--- src/rtl/core_clint.sv ---
// core_clint -- core-local interruptor: free-running machine timer (mtime),
// per-hart timer compare registers (mtimecmp) and software interrupt bits (msip)
// behind a single-cycle MMIO register window.
//
// Register window (byte offsets from MMIO_BASE, 8-byte stride per hart):
//   0x0000 + 8h : msip[h]     (bit 0 only)
//   0x4000 + 8h : mtimecmp[h]
//   0xBFF8      : mtime
// With DW=32 each 64-bit register is split: low word at the offset and high
// word at offset+4. msip has no high word.
//
// Ports:
//   g_clk, g_resetn   clock, synchronous active-low reset
//   inhibit_tm        freezes prescaler and mtime
//   mmio_req/wen/addr/wdata/prv   request side (prv[0]=1 means U-mode, rejected)
//   mmio_gnt          always 1, every request is accepted
//   mmio_rdata/error  response, registered, valid the cycle after a request
//   ctr_time          current mtime
//   timer_irq         per-hart registered (mtime >= mtimecmp[h])
//   soft_irq          per-hart msip bit
module core_clint #(
  parameter logic [38:0] MMIO_BASE      = 39'h0,
  parameter int          NHARTS         = 2,
  parameter int          DW             = 64,
  parameter int          PRESCALE       = 1,
  parameter logic [63:0] MTIMECMP_RESET = 64'hFFFF_FFFF_FFFF_FFFF
) (
  input  logic              g_clk,
  input  logic              g_resetn,
  input  logic              inhibit_tm,
  input  logic              mmio_req,
  input  logic              mmio_wen,
  input  logic [38:0]       mmio_addr,
  input  logic [DW-1:0]     mmio_wdata,
  input  logic [1:0]        mmio_prv,
  output logic              mmio_gnt,
  output logic [DW-1:0]     mmio_rdata,
  output logic              mmio_error,
  output logic [63:0]       ctr_time,
  output logic [NHARTS-1:0] timer_irq,
  output logic [NHARTS-1:0] soft_irq
);

  localparam int            CW        = (PRESCALE > 1) ? $clog2(PRESCALE) : 1;
  localparam logic [CW-1:0] COUNT_MAX = CW'(PRESCALE - 1);

  // ---------------------------------------------------------------- decode
  logic [15:0] offset;
  logic [2:0]  hart_idx;
  logic        in_window;
  logic        hart_ok;
  logic        hi_word;
  logic        misaligned;
  logic        sel_msip;
  logic        sel_cmp;
  logic        sel_mtime;
  logic        acc_err;
  logic        wr_ok;
  logic        write_lo;
  logic        write_hi;
  logic [63:0] wdata_ext;
  logic [31:0] w_lo;
  logic [31:0] w_hi;
  logic [63:0] rd64;
  logic [DW-1:0] rdata_word;
  logic        unused_prv;

  assign offset    = mmio_addr[15:0];
  assign hart_idx  = offset[5:3];
  assign in_window = (mmio_addr[38:16] == MMIO_BASE[38:16]);
  assign hart_ok   = ({1'b0, hart_idx} < 4'(NHARTS));

  // Only the U-mode bit decides legality; the M-mode bit is informational.
  assign unused_prv = mmio_prv[1];

  if (DW == 64) begin : g_dw64
    assign hi_word    = 1'b0;
    assign misaligned = |offset[2:0];
    assign wdata_ext  = mmio_wdata;
    assign rdata_word = rd64;
    assign write_lo   = 1'b1;
    assign write_hi   = 1'b1;
  end else begin : g_dw32
    assign hi_word    = offset[2];
    assign misaligned = |offset[1:0];
    assign wdata_ext  = {32'b0, mmio_wdata};
    assign rdata_word = hi_word ? rd64[63:32] : rd64[31:0];
    assign write_lo   = ~hi_word;
    assign write_hi   = hi_word;
  end

  // In 32-bit mode the single bus word lands in whichever half is addressed.
  assign w_lo = wdata_ext[31:0];
  assign w_hi = hi_word ? wdata_ext[31:0] : wdata_ext[63:32];

  assign sel_msip  = in_window && (offset[15:6] == 10'h000) && hart_ok && !hi_word;
  assign sel_cmp   = in_window && (offset[15:6] == 10'h100) && hart_ok;
  assign sel_mtime = in_window && (offset[15:3] == 13'h17FF);

  assign acc_err = misaligned || mmio_prv[0] || !(sel_msip || sel_cmp || sel_mtime);
  assign wr_ok   = mmio_req && mmio_wen && !acc_err;

  // ---------------------------------------------------- prescaler and mtime
  logic [CW-1:0] count_reg;
  logic [CW-1:0] count_next;
  logic [63:0]   mtime_reg;
  logic [63:0]   mtime_next;
  logic          tick;
  logic          mtime_wr;

  assign tick     = !inhibit_tm && (count_reg == COUNT_MAX);
  assign mtime_wr = wr_ok && sel_mtime;

  // A software write wins over a coincident tick; the half not written keeps
  // its value without picking up that tick.
  always_comb begin
    count_next = count_reg;
    mtime_next = mtime_reg;
    if (mtime_wr) begin
      count_next = '0;
      mtime_next = {write_hi ? w_hi : mtime_reg[63:32],
                    write_lo ? w_lo : mtime_reg[31:0]};
    end else if (tick) begin
      count_next = '0;
      mtime_next = mtime_reg + 64'd1;
    end else if (!inhibit_tm) begin
      count_next = count_reg + CW'(1);
    end
  end

  always_ff @(posedge g_clk) begin
    if (!g_resetn) begin
      count_reg <= '0;
      mtime_reg <= '0;
    end else begin
      count_reg <= count_next;
      mtime_reg <= mtime_next;
    end
  end

  // ------------------------------------------------------- per-hart state
  logic [63:0] cmp_view [NHARTS];

  for (genvar gi = 0; gi < NHARTS; gi++) begin : g_hart
    logic [63:0] mtimecmp_reg;
    logic        msip_reg;
    logic        tirq_reg;
    logic        sel_this;

    assign sel_this = (hart_idx == 3'(gi));

    always_ff @(posedge g_clk) begin
      if (!g_resetn) begin
        mtimecmp_reg <= MTIMECMP_RESET;
        msip_reg     <= 1'b0;
        tirq_reg     <= 1'b0;
      end else begin
        if (wr_ok && sel_cmp && sel_this) begin
          if (write_lo) mtimecmp_reg[31:0]  <= w_lo;
          if (write_hi) mtimecmp_reg[63:32] <= w_hi;
        end
        if (wr_ok && sel_msip && sel_this) begin
          msip_reg <= w_lo[0];
        end
        tirq_reg <= (mtime_reg >= mtimecmp_reg);
      end
    end

    assign cmp_view[gi]  = mtimecmp_reg;
    assign timer_irq[gi] = tirq_reg;
    assign soft_irq[gi]  = msip_reg;
  end

  // ------------------------------------------------------------ read mux
  logic [63:0] cmp_rd;
  logic        msip_rd;

  always_comb begin
    cmp_rd  = '0;
    msip_rd = 1'b0;
    for (int h = 0; h < NHARTS; h++) begin
      if (hart_idx == 3'(h)) begin
        cmp_rd  = cmp_view[h];
        msip_rd = soft_irq[h];
      end
    end
    rd64 = '0;
    if (sel_mtime) begin
      rd64 = mtime_reg;
    end else if (sel_cmp) begin
      rd64 = cmp_rd;
    end else if (sel_msip) begin
      rd64 = {63'b0, msip_rd};
    end
  end

  // ------------------------------------------------------------- response
  logic [DW-1:0] rdata_reg;
  logic          error_reg;

  // Error reflects the latest request; read data only moves on a clean read.
  always_ff @(posedge g_clk) begin
    if (!g_resetn) begin
      rdata_reg <= '0;
      error_reg <= 1'b0;
    end else if (mmio_req) begin
      error_reg <= acc_err;
      if (!mmio_wen && !acc_err) begin
        rdata_reg <= rdata_word;
      end
    end
  end

  assign mmio_gnt   = 1'b1;
  assign mmio_rdata = rdata_reg;
  assign mmio_error = error_reg;
  assign ctr_time   = mtime_reg;

endmodule

--- config.mk ---
export PLATFORM = sky130hd
export DESIGN_NAME = core_clint
export DESIGN_NICKNAME = d
export VERILOG_FILES = /design/src/rtl/core_clint.sv
export SDC_FILE = /design/constraint.sdc
export NUM_CORES = 1
export LEC_CHECK = 0
export CORE_ASPECT_RATIO = 0.7
export CORE_MARGIN = 3
export CORE_UTILIZATION = 56
export DETAILED_ROUTE_END_ITERATION = 8
export GPL_TIMING_DRIVEN = 0
export MAX_ROUTING_LAYER = met4
export PLACE_DENSITY = 0.94
export SLEW_MARGIN = 20
export SYNTH_ARGS = -nofsm -noshare
export SYNTH_HDL_FRONTEND = slang
export SYNTH_SLANG_ARGS = --single-unit
--- constraint.sdc ---
create_clock -name g_clk -period 6.1 [get_ports g_clk]
set_input_delay 1.22 -clock g_clk [delete_from_list [all_inputs] [get_ports g_clk]]
set_output_delay 1.22 -clock g_clk [all_outputs]
set_load 0.005 [all_outputs]
==> impl_metrics.py, run 1 <==
metrics = {
    "floorplan": {
        "fp.dieArea_um2": 27700,
        "placementRows": 48,
        "die_h_um": 140,
        "core-area_um2": 24900,
        "die_w_um": 198,
        "io_pins": 244,
        "initial_core_util_pct": 57.7,
    },
    "route": {
        "ant_nets": 0,
        "drc": 0,
        "drt_first_pass_iters": 5,
        "first_iter_violations": 1803,
        "wl_mm": 49.2,
        "avgViaCountPerCell": 6.24,
        "routedWlPerCell_um": 20.8,
        "route.vias.total": 14757,
    },
    "global_route": {
        "grt_pass1_vias": 14114,
        "grt_pass1_wl_mm": 76.6,
        "antenna_found_initial": 0,
        "grt_max_degree": 15,
        "grt_remaining_overflow": 0,
        "grt_use_total_pct": 35.1,
    },
    "synth": {
        "yosys_warnings": 0,
        "ys_seq_area_share_pct": 36.5,
        "synth_fp_nets": 1990,
        "avgSynthCellArea_um2": 8.21,
        "synthesis.area_um2": 14400,
        "yosysTopAreaCell": "dfxtp_1",
        "synthMostInstantiatedCell": "dfxtp_1",
        "postSynth.asyncResetShare_pct": 0,
        "syn-instance-count": 1751,
        "synth_top_area_share_pct": 36.5,
        "synth_cell_types": 56,
        "synthTopCellsByArea": "dfxtp_1, ha_1, nand2_1, o211ai_1, a21oi_1",
        "synth_edf_count": 0,
        "synth-main-ff-cell": "dfxtp_1",
        "ys_ff_latch": 262,
        "synth_common_cells": "dfxtp_1, nand2_1, a21oi_1, inv_1, ha_1",
    },
    "setup_path": {
        "critPathMaxFanout": 10,
        "start_kind": "input pin",
        "cp-end-kind": "flop",
        "cp.arrival_ns": 4.43,
        "critPathKind": "input pin to flop",
        "cp.required_ns": 6.48,
    },
    "clocking": {
        "clk_pin_slew_worst_paths_ns": 0.06,
        "clockBufferDepth": 3,
        "ctsRootBufferMaster": "clkbuf_16",
        "numClockSinks": 262,
        "cts_buffers": 26,
        "postCtsSetupBuffers": 0,
        "post_cts_resize_count": 0,
        "htreeDepth": 1,
        "insertion_delay_ns": 0.55,
        "cts_hold_buf": 0,
        "cts_tree": "built",
    },
    "sta": {
        "fin_skew_ns": 0.0176,
        "final_max_slew_viol_count": 0,
        "hold_ws_ns": 0.452,
        "worstMarginPinSlew_ns": 0.999,
        "rsz0062_at_grt": "false",
        "layout_setup_ws_ns": 2.05,
        "final-hold-violation-count": 0,
        "fmax_mhz": 247,
        "period_needed_ns": 4.05,
        "slew_headroom_pct": 33.4,
        "timing.final.crit_share_pct": 66.3,
        "setup_viol": 0,
        "setup_tns_ns": 0,
    },
    "worst_hold_path": {
        "hold_path_class": "flop to flop",
    },
    "final_layout": {
        "largest_reg_flops": 128,
        "design_area_um2": 18100,
        "antennaDiodeCount": 0,
        "fin_nets": 2258,
        "multi_input_area_um2": 8200,
        "syn_to_final_growth_pct": 26.0,
        "regArea_um2": 5250,
        "nFillCells": 1833,
        "drive_gt1_share_pct": 4.32,
    },
    "power": {
        "power_density_nw_per_um2": 201,
        "peakVddDrop_v": 0.000200,
        "p_leak_nw": 8.46,
    },
    "placement": {
        "placed_area_um2": 17200,
        "dp_hpwl_mm": 36.7,
        "place.gp.congestion": 1.00,
        "place_ws_ns": 1.64,
        "port_buffers": 240,
    },
    "status": {
        "run_status": "finished clean",
    },
    "run": {
        "cap_violations": 0,
    },
}
[power breakdown]
group / switching, mW / internal, mW
logic: 0.0977 / 0.0900
clock network: 0.707 / 1.02
registers: 0.00372 / 1.71
total: 0.808 / 2.83
[layout by cell type, fill, tap and decap left out, drive strengths merged, types with 4 or more instances in the layout]
cell / n
a2111oi: 4
o211ai: 126
nor4: 24
ha: 129
nor2: 100
o21ai: 129
nor2b: 7
xnor2: 24
nand4: 43
clkbuf: 114
and3: 8
mux2i: 68
buf: 32
nand2b: 5
clkinv: 5
dfxtp: 262
clkdlybuf4s50: 240
xor2: 39
a21o: 27
nand3: 35
nor3: 17
o21a: 5
inv: 132
a21oi: 145
o211a: 19
nand2: 261
a211oi: 6
and4: 8
[final timing paths]
| check | slack [ns] | cells after the start | to | startpoint |
|---|---|---|---|---|
| setup / recovery | 2.05 | 10 | g_hart[0].mtimecmp_reg[46] | mmio_addr[7] |
| hold / removal | 0.45 | 2 | mmio_rdata[11] | mmio_rdata[11] |
| setup reg to reg | 2.84 | 7 | ctr_time[55] | ctr_time[2] |
| hold reg to reg | 0.45 | 2 | mmio_rdata[11] | mmio_rdata[11] |
[cell families after synthesis]
group | share of synthesized area (%)
simple gates | 16.6
fa+ha+maj | 11.2
buf+inv | 6.54
mux | 4.89
other cells | 0.0261
xor+xnor | 3.84
flops | 36.5
compound gates | 20.4
[area by class of cell]
| cell class | count | share of cell area [%] |
|---|---|---|
| Timing Repair Buffer | 240 | 13.3 |
| Clock inverter | 7 | 0.470 |
| Tap cell | 325 | 2.24 |
| Clock buffer | 41 | 4.63 |
| Multi-Input combinational cell | 1252 | 45.3 |
| Inverter | 132 | 2.74 |
| Sequential cell | 262 | 29.0 |
| Buffer | 105 | 2.45 |
[stage by stage]
step | std cells | power, mW | util (%)
6_report | 2364 | 3.63 | 72.7
5_1_grt | 2364 | 3.70 | 72.7
4_1_cts | 2364 | 3.62 | 72.7
3_5_place_dp | 2316 | 1.94 | 69.0
3_3_place_gp | 2316 | 1.93 | 69.0
2_1_floorplan | 1751 | 1.81 | -
[worst max-delay path: stages]
cell and delay (ns):
clkdlybuf4s50_1 0.45, nor4_1 0.30, nand2_1 0.10, nor4_2 0.49, nand2_1 0.57, nor3_1 0.31
buf_2 0.30, buf_4 0.25, buf_2 0.31, o211ai_1 0.12
[routing by layer]
layer | global-route usage (%) | vias to the layer above | share of wire (%)
met4 | 9.94 | 0 | 3.0
met5 | - | - | 0
met3 | 5.70 | 104 | 12
met2 | 52.3 | 971 | 43
li1 | - | 6711 | -
met1 | 49.5 | 6971 | 43
(Power assumes the default switching activity.)
==> run 2: changes to the inputs <==
CORE_UTILIZATION = 49   (was 56)
PLACE_DENSITY = 0.88   (was 0.94)
clock period = 3.2 ns   (was 6.1 ns; I/O delays follow)
==> run 2 against run 1 <==
Net effect:
- die area increased by 14%
- sequential cell count unchanged
- via count is 0.95% lower
==> impl_metrics.py, run 2 (synthesis gave the netlist of run 1 again) <==
metrics = {
    "global_route": {
        "grt_use_total_pct": 32.1,
        "grt_remaining_overflow": 0,
        "grt_pass1_wl_mm": 78.6,
        "antenna_found_initial": 2,
        "grt_max_degree": 15,
        "grt_pass1_vias": 14467,
    },
    "placement": {
        "place_inst": 2362,
        "dp_hpwl_mm": 37.8,
        "port_buffers": 240,
        "place.gp.congestion": 0.955,
        "placed_area_um2": 17200,
        "place_ws_ns": -0.797,
    },
    "route": {
        "ant_nets": 0,
        "avgViaCountPerCell": 6.06,
        "first_iter_violations": 1509,
        "drc": 0,
        "route.vias.total": 14617,
        "wl_mm": 50.6,
        "drt_first_pass_iters": 8,
        "routedWlPerCell_um": 20.9,
    },
    "clocking": {
        "cts_hold_buf": 0,
        "cts_buffers": 27,
        "htreeDepth": 1,
        "insertion_delay_ns": 0.55,
        "cts_tree": "built",
        "clk_pin_slew_worst_paths_ns": 0.07,
        "clockBufferDepth": 3,
        "ctsRootBufferMaster": "clkbuf_16",
        "numClockSinks": 262,
    },
    "sta": {
        "hold_ws_ns": 0.448,
        "fmax_mhz": 317,
        "setup_viol": 0,
        "rsz0062_at_grt": "false",
        "setup_tns_ns": 0,
        "final_max_slew_viol_count": 0,
        "timing.final.crit_share_pct": 98.7,
        "layout_setup_ws_ns": 0.0410,
        "fin_skew_ns": 0.00978,
        "slew_headroom_pct": 24.6,
        "worstMarginPinSlew_ns": 1.12,
        "period_needed_ns": 3.16,
        "final-hold-violation-count": 0,
    },
    "setup_path": {
        "start_kind": "input pin",
        "r2r_cells": 7,
        "rr_endpoint": "ctr_time[63]",
        "cp.required_ns": 3.60,
        "critPathMaxFanout": 5,
        "cp-end-kind": "flop",
        "critPathKind": "input pin to flop",
        "rr_startpoint": "ctr_time[2]",
        "cp.arrival_ns": 3.56,
        "r2r_slack_ns": 0.07,
    },
    "run": {
        "cap_violations": 0,
    },
    "final_layout": {
        "multi_input_area_um2": 8240,
        "design_area_um2": 18300,
        "fin_nets": 2260,
        "nFillCells": 2373,
        "drive_gt1_share_pct": 4.66,
        "layout_commonest_cell": "dfxtp_1",
        "largest_reg_flops": 128,
        "final_cells": 2413,
        "syn_to_final_growth_pct": 27.0,
        "utilization_pct": 64.4,
        "regArea_um2": 5250,
        "final_cell_mix": "dfxtp_1, nand2_1, clkdlybuf4s50_1",
    },
    "power": {
        "p_leak_nw": 8.50,
        "finalPower_mw": 7.05,
        "power_density_nw_per_um2": 386,
        "peakVddDrop_v": 0.000312,
    },
    "worst_hold_path": {
        "hp-start": "mmio_rdata[32]",
        "hold_path_class": "flop to flop",
        "whs_path_depth": 2,
        "holdPathEnd": "mmio_rdata[32]",
    },
    "floorplan": {
        "die_h_um": 149,
        "io_pins": 244,
        "initial_core_util_pct": 50.7,
        "die_w_um": 211,
        "placementRows": 51,
        "core-area_um2": 28300,
        "fp.dieArea_um2": 31500,
    },
    "status": {
        "run_status": "finished clean",
    },
}
[run 2: changes by cell type in the layout (fill, tap and decap cells not counted), moves of 2 or more]
cell / change
clkbuf_1: -3
buf_4: +2
bufinv_16: +2
clkinvlp_4: +2
diode_2: +2
clkbuf_8: -4
nand2_1: -2
nor4_4: +2
[run 2: worst max path at each step]
stage                       start                         end  slack [ns]
finish                 inhibit_tm                ctr_time[63]        0.04
global route          ctr_time[0]                ctr_time[52]        0.02
CTS                 mmio_addr[34]  g_hart[1].mtimecmp_reg[50]        0.02
detailed placement   mmio_addr[4]  g_hart[0].mtimecmp_reg[43]       -0.80
global placement       inhibit_tm                ctr_time[63]       -0.73
floorplan            mmio_addr[7]  g_hart[0].mtimecmp_reg[45]        0.78
[run 2: repair_timing]
item,4_1_cts,5_1_grt
cloned,0,0
gates resized for setup,3,11
pin swaps,0,1
setup endpoints to repair,64,144
buffers inserted,0,2
[run 2: worst max-delay path, cell delays in order]
cell and delay, ns:
clkdlybuf4s50_1 0.50, and4bb_2 0.41, nand3_1 0.38, nor4_2 0.85, nand2_1 0.27, nor3_2 0.26
xnor2_1 0.16, a21oi_1 0.09
[run 2: power by group]
| part | switching (mW) | internal (mW) |
|---|---|---|
| combinational | 0.189 | 0.172 |
| sequential | 0.00703 | 3.26 |
| clock | 1.39 | 2.03 |
| total | 1.59 | 5.47 |
[run 2: layer usage]
| layer | routed length, µm | global-route usage, % |
|---|---|---|
| met2 | 21600 | 46.7 |
| met5 | 0 | - |
| met1 | 21600 | 44.6 |
| met4 | 1580 | 10.3 |
| met3 | 5770 | 6.94 |
[run 2: layout make-up]
| type | count | share of cell area (%) |
|---|---|---|
| sequential | 262 | 28.7 |
| timing repair buffer | 242 | 13.2 |
| clock buffer | 37 | 4.29 |
| tap | 371 | 2.54 |
| inverter | 132 | 2.71 |
| clock inverter | 11 | 0.898 |
| buffer | 104 | 2.42 |
| antenna | 2 | 0.0274 |
| multi-input combinational | 1252 | 45.1 |
==> run 3: changes to the inputs <==
ABC_AREA = 1   (was default)
CORE_UTILIZATION = 51   (was 49)
==> run 3 against run 2 <==
Net effect:
- clock power up 8.5%
- sequential cell count unchanged
- largest cell class unchanged
- highest routed layer unchanged
- clock skew up 0.014 ns
- the run now ends with setup timing left
- global-route usage up 7.9 points
- combinational power up 35%
- core utilization up 0.27 points
- power up 6.0%
- maximum frequency down 3.1%
- critical path type unchanged
==> impl_metrics.py, run 3 <==
metrics = {
    "setup_path": {
        "cp-end-kind": "flop",
        "cp.required_ns": 3.64,
        "critPathMaxFanout": 10,
        "critPathKind": "input pin to flop",
        "start_kind": "input pin",
        "cp.arrival_ns": 3.70,
    },
    "power": {
        "p_int_mw": 5.69,
        "p_sw_share_pct": 23.8,
        "seq_power_share_pct": 43.8,
        "finalPower_mw": 7.48,
        "clockPowerShare_pct": 49.7,
        "power_density_nw_per_um2": 353,
        "p_leak_nw": 10.6,
        "comb_power_share_pct": 6.5,
        "p_switching_mw": 1.78,
        "peakVddDrop_v": 0.000459,
    },
    "status": {
        "violations": "setup timing",
        "run_status": "finished with violations",
    },
    "synth": {
        "synthesis.area_um2": 17100,
        "synth_edf_count": 0,
        "synthMostInstantiatedCell": "nand2_1",
        "synth-main-ff-cell": "dfxtp_1",
        "yosysTopAreaCell": "dfxtp_1",
        "synthTopCellsByArea": "dfxtp_1, nand2_1, nand3_1, ha_1, inv_1",
        "avgSynthCellArea_um2": 6.51,
        "synth_cell_types": 43,
        "synth_top_area_share_pct": 30.6,
        "ys_seq_area_share_pct": 30.6,
        "syn-instance-count": 2632,
        "synth_common_cells": "nand2_1, inv_1, nand3_1, dfxtp_1, nor2_1",
        "postSynth.asyncResetShare_pct": 0,
        "ys_ff_latch": 262,
        "yosys_warnings": 0,
        "synth_fp_nets": 2871,
    },
    "global_route": {
        "antenna_found_initial": 3,
        "grt_use_total_pct": 40.0,
        "grt_pass1_vias": 18633,
        "grt_pass1_wl_mm": 108,
        "grt_max_degree": 14,
        "grt_remaining_overflow": 0,
    },
    "sta": {
        "period_needed_ns": 3.26,
        "worstMarginPinSlew_ns": 1.16,
        "fmax_mhz": 307,
        "slew_headroom_pct": 22.6,
        "final-hold-violation-count": 0,
        "fin_skew_ns": 0.0237,
        "rsz0062_at_grt": "false",
        "final_max_slew_viol_count": 0,
        "hold_ws_ns": 0.444,
        "setup_viol": 1,
        "layout_setup_ws_ns": -0.0592,
        "timing.final.crit_share_pct": 102,
    },
    "placement": {
        "dp_hpwl_mm": 57.2,
        "place_ws_ns": -0.735,
        "place.gp.congestion": 1.08,
        "port_buffers": 240,
    },
    "floorplan": {
        "io_pins": 244,
        "die_w_um": 225,
        "initial_core_util_pct": 52.4,
        "core-area_um2": 32700,
        "placementRows": 55,
        "fp.dieArea_um2": 35900,
        "die_h_um": 159,
    },
    "clocking": {
        "postCtsSetupBuffers": 0,
        "htreeDepth": 1,
        "cts_buffers": 29,
        "insertion_delay_ns": 0.58,
        "cts_tree": "built",
        "cts_hold_buf": 0,
        "clockBufferDepth": 3,
        "ctsRootBufferMaster": "clkbuf_16",
        "clk_pin_slew_worst_paths_ns": 0.06,
        "numClockSinks": 262,
    },
    "final_layout": {
        "fin_nets": 3144,
        "utilization_pct": 64.7,
        "largest_reg_flops": 128,
        "drive_gt1_share_pct": 4.38,
        "syn_to_final_growth_pct": 23.4,
        "layout_commonest_cell": "nand2_1",
        "final_cell_mix": "nand2_1, inv_1, nand3_1",
    },
    "route": {
        "drt_first_pass_iters": 6,
        "route.vias.total": 20019,
        "ant_nets": 0,
        "wl_mm": 72.8,
        "routedWlPerCell_um": 21.7,
        "avgViaCountPerCell": 5.97,
        "drc": 0,
        "first_iter_violations": 2679,
    },
    "worst_hold_path": {
        "hold_path_class": "flop to flop",
    },
    "run": {
        "cap_violations": 0,
    },
}
run 3: cell count changes after synthesis, moves of 13 or more:
cell      change
nor4_1       -13
nor3_1       +27
nor2_1       +85
a21o_1       -27
inv_1       +237
mux2i_1      -67
nand3_1     +335
o211a_1      -19
nand2_1     +355
o211ai_1    -124
o21ai_0      +28
o22ai_1      +63
xnor2_1      -22
run 3: cell families (layout without fill, tap and decap cells):
| family | count (synthesis) | after routing | synth area share, % |
|---|---|---|---|
| AOI/OAI and AO/OA | 372 | 372 | 11.7 |
| xor gates and xnor gates | 52 | 52 | 2.66 |
| adders and majority gates | 129 | 129 | 9.42 |
| buffers and inverters | 508 | 801 | 12.1 |
| DFF | 262 | 262 | 30.6 |
| muxes | 1 | 1 | 0.0584 |
| other | 1 | 3 | 0.0219 |
| and+or+nand+nor | 1307 | 1307 | 33.5 |
run 3: area by class of cell:
type / count / area, µm²
antenna: 2 / 5.00
buffer: 137 / 686
clock buffer: 37 / 806
clock inverter: 14 / 223
fill: 2931 / 11500
inverter: 371 / 1390
multi-input combinational: 1862 / 9840
sequential: 262 / 5250
tap: 427 / 534
timing repair buffer: 242 / 2430
run 3: what timing repair did:
action / in CTS / in global routing
endpoints found under the setup margin: 80 / 66
resized for setup: 4 / 4
pin swaps: 0 / 0
run 3: final timing paths:
| kind | from | depth (start not counted) | end | slack, ns |
|---|---|---|---|---|
| worst max-delay path | mmio_addr[4] | 10 | mmio_rdata[63] | -0.06 |
| worst min-delay path | mmio_rdata[28] | 2 | mmio_rdata[28] | 0.44 |
| worst min register to register | mmio_rdata[28] | 2 | mmio_rdata[28] | 0.44 |
| worst max register to register | ctr_time[61] | 9 | g_hart[0].tirq_reg | 0.31 |
run 3: per-layer routing:
layer	vias to the layer above	wire length [µm]	global-route usage, %
met5	-	0	-
met2	1349	29000	55.3
met3	219	9840	9.99
met4	0	3270	15.2
met1	9283	30700	55.9
li1	9168	-	-
run 3: power groups by stage:
stage / combinational [mW] / clock (mW) / sequential (mW)
after floorplan: 0.164 / 0 / 3.34
after global placement: 0.458 / 0 / 3.35
after detailed placement: 0.463 / 0 / 3.35
after CTS: 0.465 / 3.71 / 3.28
after global routing: 0.505 / 3.85 / 3.27
final: 0.487 / 3.71 / 3.28
run 3: critical path: stages:
cell and delay (ns):
clkdlybuf4s50_1 0.53, nor2_2 0.07, nand2_1 0.31, clkbuf_2 0.57, buf_1 0.59, o22ai_1 0.36, nand3_1 0.18, o21ai_0 0.10
o21ai_0 0.26, a21oi_1 0.07
run 3: per-stage QoR:
stage / std cells / TNS, ns / instance area, µm²
global route: 3354 / 0 / 21200
detailed placement: 3300 / -102.53 / 20100
global placement: 3299 / -93.44 / 20100
CTS: 3351 / 0 / 21100
floorplan: 2632 / 0 / 17100
finish: 3354 / -0.0592 / 21200
